$ cat config.mk
export PLATFORM = sky130hd
export DESIGN_NAME = mem_access_unit
export DESIGN_NICKNAME = d
export VERILOG_FILES = /design/src/rtl/mem_access_unit.sv
export SDC_FILE = /design/constraint.sdc
export NUM_CORES = 1
export LEC_CHECK = 0
export CAP_MARGIN = 0
export CELL_PAD_IN_SITES_DETAIL_PLACEMENT = 0
export CELL_PAD_IN_SITES_GLOBAL_PLACEMENT = 1
export CORE_ASPECT_RATIO = 1.25
export CORE_UTILIZATION = 22
export CTS_CLUSTER_SIZE = 8
export DETAILED_ROUTE_END_ITERATION = 16
export GPL_ROUTABILITY_DRIVEN = 0
export PLACE_DENSITY_LB_ADDON = 0.2
export RECOVER_POWER = 50
export SLEW_MARGIN = 15
export SYNTH_ARGS = -nofsm -noshare
export SYNTH_HDL_FRONTEND = slang
export SYNTH_SLANG_ARGS = --single-unit
$ cat constraint.sdc
create_clock -name i_clk -period 1.65 [get_ports i_clk]
set_clock_uncertainty 0.2 [all_clocks]
set_input_delay 0.33 -clock i_clk [delete_from_list [all_inputs] [get_ports i_clk]]
set_output_delay 0.33 -clock i_clk [all_outputs]
set_load 0.05 [all_outputs]
$ cat src/rtl/mem_access_unit.sv
// Load/store unit between the MEM stage and a byte-enable BRAM with a registered read port.
// Stores take 1 cycle. Loads return after 2 edges, and o_ready drops while a read is pending.
module mem_access_unit #(
    parameter int RAM_DEPTH  = 512,
    parameter int ADDR_WIDTH = 32,
    localparam int RAW       = $clog2(RAM_DEPTH)
) (
    input  logic                  i_clk,
    input  logic                  i_rst,
    input  logic                  i_req,
    output logic                  o_ready,
    input  logic                  i_we,
    input  logic [1:0]            i_size,
    input  logic                  i_unsigned,
    input  logic [ADDR_WIDTH-1:0] i_addr,
    input  logic [31:0]           i_wdata,
    output logic                  o_rvalid,
    output logic [31:0]           o_rdata,
    output logic                  o_err,
    output logic [RAW-1:0]        o_waddr,
    output logic [RAW-1:0]        o_raddr,
    output logic [31:0]           o_din,
    output logic [3:0]            o_wen,
    output logic                  o_ren,
    output logic                  o_bram_rst,
    input  logic [31:0]           i_dout
);

    typedef enum logic {IDLE, RD_WAIT} state_t;

    state_t         state;
    logic [1:0]     off_q;
    logic [1:0]     size_q;
    logic           uns_q;

    logic [1:0]     off;
    logic [RAW-1:0] word_idx;
    logic           accept;
    logic           legal;
    logic [31:0]    shifted;
    logic [31:0]    load_data;

    // Address bits above the BRAM range are dropped, so accesses wrap.
    logic unused_addr;
    assign unused_addr = ^{i_addr[ADDR_WIDTH-1:RAW+2]};

    assign off        = i_addr[1:0];
    assign word_idx   = i_addr[RAW+1:2];
    assign o_ready    = (state == IDLE);
    assign accept     = i_req & o_ready & i_rst;
    assign legal      = (i_size == 2'b00) ||
                        (i_size == 2'b01 && !off[0]) ||
                        (i_size == 2'b10 && off == 2'b00);
    assign o_bram_rst = ~i_rst;
    assign o_waddr    = word_idx;
    assign o_raddr    = word_idx;
    assign o_ren      = accept & legal & ~i_we;

    always_comb begin
        o_wen = 4'b0000;
        o_din = i_wdata;
        case (i_size)
            2'b00:   o_din = {4{i_wdata[7:0]}};
            2'b01:   o_din = {2{i_wdata[15:0]}};
            default: o_din = i_wdata;
        endcase
        if (accept && legal && i_we) begin
            case (i_size)
                2'b00:   o_wen = 4'b0001 << off;
                2'b01:   o_wen = off[1] ? 4'b1100 : 4'b0011;
                default: o_wen = 4'b1111;
            endcase
        end
    end

    always_comb begin
        shifted = i_dout >> {off_q, 3'b000};
        case (size_q)
            2'b00:   load_data = uns_q ? {24'h0, shifted[7:0]}
                                       : {{24{shifted[7]}}, shifted[7:0]};
            2'b01:   load_data = uns_q ? {16'h0, shifted[15:0]}
                                       : {{16{shifted[15]}}, shifted[15:0]};
            default: load_data = shifted;
        endcase
    end

    always_ff @(posedge i_clk or negedge i_rst) begin
        if (!i_rst) begin
            state    <= IDLE;
            off_q    <= 2'b00;
            size_q   <= 2'b00;
            uns_q    <= 1'b0;
            o_rvalid <= 1'b0;
            o_err    <= 1'b0;
            o_rdata  <= 32'h0;
        end else begin
            case (state)
                IDLE: begin
                    o_rvalid <= 1'b0;
                    o_err    <= accept & ~legal;
                    if (accept && legal && !i_we) begin
                        off_q  <= off;
                        size_q <= i_size;
                        uns_q  <= i_unsigned;
                        state  <= RD_WAIT;
                    end
                end
                RD_WAIT: begin
                    o_err    <= 1'b0;
                    o_rdata  <= load_data;
                    o_rvalid <= 1'b1;
                    state    <= IDLE;
                end
                default: state <= IDLE;
            endcase
        end
    end

endmodule

# After elaboration in Yosys (flattened, before gate mapping)
# Index checks and enable logic that the tools add are counted.
dict set report op_classes {
  eq_ne 3
  shifts 2
  mux 11
  bitwise 9
  n_reduce_logical 13
}
# cell n
set op_table {}
lappend op_table {{32-bit one-hot mux with 2 select lines} 2}
lappend op_table {{32-bit 2-to-1 mux} 2}
lappend op_table {{32-bit by 5-bit right shift with 32-bit output} 1}
lappend op_table {{4-bit 2-to-1 mux} 2}
lappend op_table {{4-bit one-hot mux with 2 select lines} 1}
lappend op_table {{2-bit logical NOT} 3}
lappend op_table {{1-bit one-hot mux with 2 select lines} 3}
lappend op_table {{1-bit AND} 5}
lappend op_table {{1-bit logical AND} 5}
lappend op_table {{2-bit by 1-bit equality test with 1-bit output, second input constant} 2}
lappend op_table {{1-bit NOT} 4}
lappend op_table {{1-bit by 2-bit left shift with 4-bit output, first input constant} 1}
lappend op_table {{2-bit equality test, second input constant} 1}
lappend op_table {{1-bit logical NOT} 2}
lappend op_table {{1-bit logical OR} 2}
lappend op_table {{2-bit AND reduction} 1}
lappend op_table {{1-bit 2-to-1 mux} 1}
dict set report word_totals {
  regBits 40
  elab_cells 45
}

# Longest topological paths before layout
# Gate-level depths: netlist of run 1.
dict set report logic_depth {
  depth_word 8
  depth_mapped 7
  mapped_depth_nobuf 4
}

# Least setup slack after synthesis of run 1
# No wires, ideal clock.
dict set report synth_timing {
  kind {input to output}
  start {input port i_size[0]}
  end {output port o_din[24]}
  t_arrival_ps 2117
  required_time_ps 1120
  slack_ps -997
  path_stages 4
  path_buffers 2
  path_cell_list {clkbuf_1 buf_1 mux2i_1 o21ai_0}
}
dict set report synth_between {
  elab_chain_len 2
}
# element line_no
set synth_rtl {}
lappend synth_rtl {{start, declared} 13} ;# input logic [1:0] i_size,
lappend synth_rtl {{2-bit by 1-bit equality test with 1-bit output / 2-bit logical NOT (equally long branches)} 62} ;# case (i_size)
lappend synth_rtl {{32-bit one-hot mux with 2 select lines (*)} 62}
lappend synth_rtl {{end, declared} 22} ;# output logic [31:0] o_din,
# Mark *: on every way between the ends. The rest lies on a longest branch, timed or not.

# Final worst setup path of run 1
dict set report layout_timing {
  start {register state}
  end {output port o_wen[1]}
}
dict set report layout_between {
  elab_chain_len 6
}
# element line_no
set layout_rtl {}
lappend layout_rtl {{start, declared} 31} ;# state_t state;
lappend layout_rtl {{start signal, assigned} 89} ;# state <= IDLE;
lappend layout_rtl {{start signal, assigned} 105} ;# state <= RD_WAIT;
lappend layout_rtl {{start signal, assigned} 112} ;# state <= IDLE;
lappend layout_rtl {{1-bit NOT (no source line)} n/a}
lappend layout_rtl {{1-bit AND (2 in a row)} 50} ;# assign accept = i_req & o_ready & i_rst;
lappend layout_rtl {{1-bit logical AND (2 in a row)} 67} ;# if (accept && legal && i_we) begin
lappend layout_rtl {{4-bit 2-to-1 mux} 67}
lappend layout_rtl {{end, declared} 23} ;# output logic [3:0] o_wen,
# No other way between the ends.

==> metrics.csv, run 1 <==
stage,metric,value,unit
run_status,outcome,finished with violations,
run_status,failing checks,negative setup slack,
logic_synthesis,mapped cell area,0.00271,mm²
logic_synthesis,register area share after synthesis,37.0,%
global_routing,first-pass GRT wire length,17100,µm
setup_path,crit-path max cell delay,0.39,ns
worst_hold_path,min-delay worst type,primary input to flop,
detailed_routing,Routed wire per std cell,17.3,µm
cts,hold buffers post-CTS,0,
timing,Rel. slew slack,31.1,%
setup_path,Critical R2R Launch,off_q[0],
setup_path,CP Data Required Time,1.12,ns
logic_synthesis,Mapped Nets,387,
setup_path,Worst R2R Path Depth,5,
global_routing,GRT Total Usage,17.4,%
global_routing,largest net degree at the start of global routing,41,
setup_path,crit start category,flop,
pwr,P per Cell Area,1280,mW/mm²
pwr,Max IR drop VDD,0.000587,V
timing,Final setup viols,51,
logic_synthesis,"Avg Cell Area, Syn",9.54,µm²
setup_path,Worst EP arrival,1.38,ns
finish,"commonest non-fill, non-tap cell in the layout",buf_12,
detailed_routing,Vias/cell,4.52,
finish,Final nets,570,
floorplanning,die area,0.0128,mm²
floorplanning,Die Y,126,µm
cts,Clock Latency Late Sink,0.28,ns
timing,setup TNS,-3.76,ns
placement,Place WS,-0.618,ns
finish,area delta synth->final,127,%
floorplanning,Core Area,0.0118,mm²
logic_synthesis,Gate Count Post-Synth,284,
logic_synthesis,yosys warns,0,
floorplanning,Starting Density,23.0,%
timing,Slew Limit Fails,0,
timing,unrepaired setup endpoints after global routing,true,
setup_path,worst-path cell chain,clkinv_2 -> and3_4 -> nand3_4 -> a21oi_4 -> buf_12,
timing,final period utilization,116,%
cts,TritonCTS Buffers,5,
detailed_routing,routed vias,2843,
cts,root buffer cell,clkbuf_16,
timing,PnR worst setup slack,-0.263,ns
setup_path,worst path bufs/invs,2,
cts,clock transition at the registers of the reported paths,0.06,ns
setup_path,Worst setup EP type,primary output,
detailed_routing,Initial DRC Count,86,
logic_synthesis,number of synthesized register bits,40,
timing,f_max,0.523,GHz
cts,CTS tree,yes,
setup_path,worst-path fanout max,4,
detailed_routing,1st-pass router iterations,4,
setup_path,crit path capture,o_wen[1],
logic_synthesis,Yosys cell types,32,
job,Max-Cap Viols,0,
global_routing,vias in the first global route,3119,
cts,CTS sink cnt,40,
pwr,Pleak,2.69,nW
global_routing,grt total ovfl,0,
cts,worst-case clock buffer depth,2,
placement,I/O Buffers,145,
finish,Layout Cells excl Fill,629,
setup_path,crit path kind,flop to primary output,
setup_path,r2r endpoint,o_rdata[11],
setup_path,Worst Setup SP,state,
placement,DP HPWL,7980,µm
timing,Final Hold Viols,0,
cts,CTS H-Tree Depth,2,
finish,most frequent cells in the layout,"buf_12, buf_4, dfrtp_1, clkdlybuf4s50_1, dlygate4sd2_1",
floorplanning,Die W,101,µm
pwr,Total Power,7.87,mW
global_routing,antenna violations before repair,0,
finish,ant diodes,0,
setup_path,Crit path max-delay family,flip-flops,
finish,layout cells sized above 1,56.2,%
detailed_routing,Routed WL,10900,µm
timing,fin crit period,1.91,ns
placement,Placed Area,0.00531,mm²
setup_path,CP Depth,5,
timing,worst hold margin,0.265,ns
floorplanning,IO Pins,194,
timing,Worst Max-Slew Pin Slew,1.03,ns
detailed_routing,drt drc,0,
setup_path,Critical-path top delay cell,dfrtp_1,
placement,placed insts,608,
detailed_routing,Routed Antenna Nets,0,
finish,post-layout util,52.1,%
setup_path,r2r setup slk,-0.18,ns
finish,Finished Cell Area,0.00614,mm²
floorplanning,row count,44,
final cells by class:
| cell class | instances | area [µm²] |
|---|---|---|
| clock buffer | 6 | 129 |
| clock inverter | 2 | 35.0 |
| fill | 1071 | 5640 |
| inverter | 6 | 27.5 |
| multi-input combinational | 193 | 1960 |
| sequential | 40 | 1000 |
| tap | 161 | 201 |
| timing repair buffer | 221 | 2790 |
worst min-delay path: cells and delay by family:
| family | cells | cell delay, ns |
|---|---|---|
| mux | 1 | 0.15 |
| buf+inv | 2 | 0.23 |
registers in the layout (all words and copies together) (netlist names):
name,cells
o_rdata,32
off_q,2
size_q,2
o_err,1
o_rvalid,1
state,1
uns_q,1
timing repair:
item                       in CTS  in global routing
buffers inserted               10                  7
gates cloned                    3                  0
setup endpoints to repair      71                 58
hold endpoints to repair        0                  0
pin swaps                      23                 16
gates resized for setup       130                 51
cells in the mapped netlist:
library cell	instances	area [µm²]
a211oi_1	14	105
a21oi_1	19	95.1
a31oi_1	1	6.26
and3_1	1	6.26
buf_1	5	18.8
buf_2	1	5.00
buf_4	28	210
buf_6	2	22.5
clkbuf_1	8	30.0
clkbuf_2	1	5.00
clkinv_1	1	3.75
dfrtp_1	40	1000
inv_1	5	18.8
mux2_2	29	327
mux2i_1	25	250
mux4_2	2	45.0
nand2_1	25	93.8
nand2b_1	1	6.26
nand3_1	17	85.1
nand3b_1	3	22.5
nor2_1	20	75.1
nor2b_1	9	56.3
nor2b_4	1	13.8
nor3_1	1	5.00
nor3b_2	1	12.5
o211ai_1	1	7.51
o211ai_4	1	21.3
o21a_1	1	7.51
o21ai_0	11	55.1
o22ai_1	1	6.26
o2bb2ai_1	8	70.1
o31ai_4	1	21.3
metal layers:
| layer | up-vias | routed length (µm) | global-route usage (%) |
|---|---|---|---|
| met2 | 133 | 5620 | 30.5 |
| met3 | 7 | 810 | 4.88 |
| li1 | 1342 | - | - |
| met4 | 0 | 126 | 4.35 |
| met1 | 1361 | 4310 | 20.6 |
| met5 | - | 0 | 0 |
cell families after synthesis:
logic type,count (synthesis),share of synthesized area (%)
AO/OA/AOI/OAI,58,14.6
buffers and inverters,51,11.6
multiplexers,56,23.0
flip-flops,40,37.0
AND/OR/NAND/NOR,79,13.9
power breakdown:
group	leakage, nW	internal [mW]	switching, mW
Combinational	2.12	2.56	2.44
Sequential	0.493	1.32	0.433
Clock	0.0808	0.712	0.399
how the worst min path moves through the flow:
stage	startpoint	to	cells past startpoint
3_3_place_gp	o_rdata[12]	o_rdata[12]	1
2_1_floorplan	i_rst	o_err	0
6_report	i_addr[0]	off_q[0]	3
5_1_grt	i_addr[0]	off_q[0]	3
4_1_cts	i_rst	o_rdata[12]	3
3_5_place_dp	o_rdata[14]	o_rdata[14]	1
Power figures use the tool's default switching activity.
==> run 2: changes to the inputs <==
--- a/config.mk
+++ b/config.mk
@@ -12,9 +12,9 @@
 export CORE_UTILIZATION = 22
 export CTS_CLUSTER_SIZE = 8
 export DETAILED_ROUTE_END_ITERATION = 16
-export GPL_ROUTABILITY_DRIVEN = 0
 export PLACE_DENSITY_LB_ADDON = 0.2
 export RECOVER_POWER = 50
+export SETUP_SLACK_MARGIN = 0.5
 export SLEW_MARGIN = 15
 export SYNTH_ARGS = -nofsm -noshare
 export SYNTH_HDL_FRONTEND = slang
==> metrics.csv, run 2 (synthesized netlist as in run 1, its figures left out) <==
stage,metric,value,unit
job,Max-Cap Viols,0,
global_routing,first-pass GRT wire length,16300,µm
cts,TritonCTS Buffers,5,
finish,most flop-heavy register,o_rdata,
global_routing,vias in the first global route,3048,
finish,# fillers,1019,
detailed_routing,Routed wire per std cell,16.7,µm
timing,Final setup viols,54,
setup_path,Worst EP arrival,1.38,ns
global_routing,largest net degree at the start of global routing,41,
finish,max reg flops,32,
timing,unrepaired setup endpoints after global routing,true,
detailed_routing,Routed Antenna Nets,0,
timing,Rel. slew slack,32.9,%
timing,Final Hold Viols,0,
cts,CTS sink cnt,40,
cts,root buffer cell,clkbuf_16,
setup_path,worst-path cell chain,clkinv_2 -> and3_4 -> nand3_4 -> a21oi_4 -> buf_12,
finish,area delta synth->final,149,%
setup_path,crit path kind,flop to primary output,
setup_path,crit-path max cell delay,0.39,ns
timing,Slew Limit Fails,0,
pwr,Total Power,8.14,mW
pwr,Pleak,2.99,nW
detailed_routing,1st-pass router iterations,4,
detailed_routing,Routed WL,11000,µm
setup_path,CP Depth,5,
placement,Placed Area,0.00537,mm²
finish,Final nets,597,
finish,"commonest non-fill, non-tap cell in the layout",buf_12,
floorplanning,Starting Density,23.0,%
floorplanning,Die Y,126,µm
cts,hold buffers post-CTS,0,
finish,ant diodes,0,
cts,CTS H-Tree Depth,2,
floorplanning,IO Pins,194,
placement,I/O Buffers,145,
floorplanning,die area,0.0128,mm²
setup_path,Worst setup EP type,primary output,
floorplanning,Die W,101,µm
worst_hold_path,min-delay worst type,primary input to flop,
worst_hold_path,hold path depth,3,
setup_path,CP Data Required Time,1.12,ns
detailed_routing,drt drc,0,
finish,Finished Cell Area,0.00674,mm²
setup_path,Critical-path top delay cell,dfrtp_1,
timing,PnR worst setup slack,-0.258,ns
detailed_routing,Vias/cell,4.49,
global_routing,grt total ovfl,0,
global_routing,GRT Total Usage,16.8,%
cts,Clock Latency Late Sink,0.29,ns
timing,fin crit period,1.91,ns
cts,CTS tree,yes,
timing,worst hold margin,0.234,ns
timing,final period utilization,116,%
timing,Worst Max-Slew Pin Slew,1.01,ns
run_status,outcome,finished with violations,
run_status,failing checks,negative setup slack,
global_routing,antenna violations before repair,0,
finish,most frequent cells in the layout,"buf_12, buf_4, dfrtp_1, clkdlybuf4s50_1, buf_6",
setup_path,crit start category,flop,
timing,f_max,0.524,GHz
setup_path,worst path bufs/invs,2,
finish,Largest regs,"o_rdata (32), off_q (2), size_q (2)",
setup_path,Crit path max-delay family,flip-flops,
floorplanning,Core Area,0.0118,mm²
floorplanning,row count,44,
detailed_routing,Initial DRC Count,54,
pwr,P per Cell Area,1210,mW/mm²
detailed_routing,routed vias,2946,
cts,clock transition at the registers of the reported paths,0.06,ns
pwr,Max IR drop VDD,0.000661,V
placement,DP HPWL,7380,µm
finish,layout cells sized above 1,62.2,%
cts,worst-case clock buffer depth,2,
setup_path,worst-path fanout max,4,
placement,RePlAce Congestion,0.789,
setup_path,Worst R2R Path Depth,4,
-- run 2: changes by cell type in the layout (fill, tap and decap cells not counted), sizes merged, moves of 2 or more --
cell	previous run	this run
clkdlybuf4s50	36	33
clkbuf	10	13
bufbuf	0	2
dlygate4sd2	27	25
buf	150	181
-- run 2: power breakdown --
part | switching, mW | internal, mW | total (mW) | leakage [nW]
Combinational | 2.53 | 2.89 | 5.42 | 2.43
Clock | 0.373 | 0.603 | 0.976 | 0.0712
Sequential | 0.417 | 1.33 | 1.74 | 0.493
-- run 2: stage by stage --
step | worst slack (ns) | std cells | TNS (ns) | util [%]
global placement | -0.638 | 596 | -28.94 | 45.6
CTS | -0.278 | 631 | -5.39 | 53.3
floorplan | -0.129 | 284 | -2.36 | -
global route | -0.328 | 656 | -8.84 | 57.2
finish | -0.258 | 656 | -5.77 | 57.2
detailed placement | -0.663 | 596 | -30.07 | 45.6
-- run 2: area by class of cell --
class	count	area [µm²]	area share (%)
Multi-Input combinational cell	193	2040	30.2
Clock buffer	8	146	2.17
Sequential cell	40	1000	14.9
Inverter	6	31.3	0.464
Tap cell	161	201	2.99
Timing Repair Buffer	248	3320	49.3
-- run 2: final timing paths --
kind                                  start          end  slack [ns]
max in group asynchronous             i_rst     off_q[1]        0.12
worst max register to register     off_q[0]  o_rdata[14]       -0.21
worst min-delay path              i_size[0]    size_q[0]        0.23
worst max-delay path                  state     o_wen[1]       -0.26
worst min register to register  o_rdata[13]  o_rdata[13]        0.36
min in group asynchronous             i_rst  o_rdata[26]        0.44
-- run 2: worst reg2reg max path, cell delays in order (launching register included) --
cell and delay (ns):
dfrtp_1 0.39, mux4_2 0.55, nor2b_4 0.16, o31ai_4 0.33
o2bb2ai_1 0.11
-- run 2: repair_timing --
| item | 4_1_cts | 5_1_grt |
|---|---|---|
| endpoints found under the setup margin | 112 | 111 |
| resized for setup | 196 | 59 |
| buffers inserted | 22 | 22 |
| hold endpoints to repair | 0 | 0 |
| pin swaps | 26 | 13 |
| gates cloned | 5 | 3 |
-- run 2: layer usage --
layer  routed length [µm]  global-route usage, %
met5                    0                      0
met4                  270                   6.14
met2                 5900                   29.9
met1                 3900                   17.7
met3                  912                   6.33
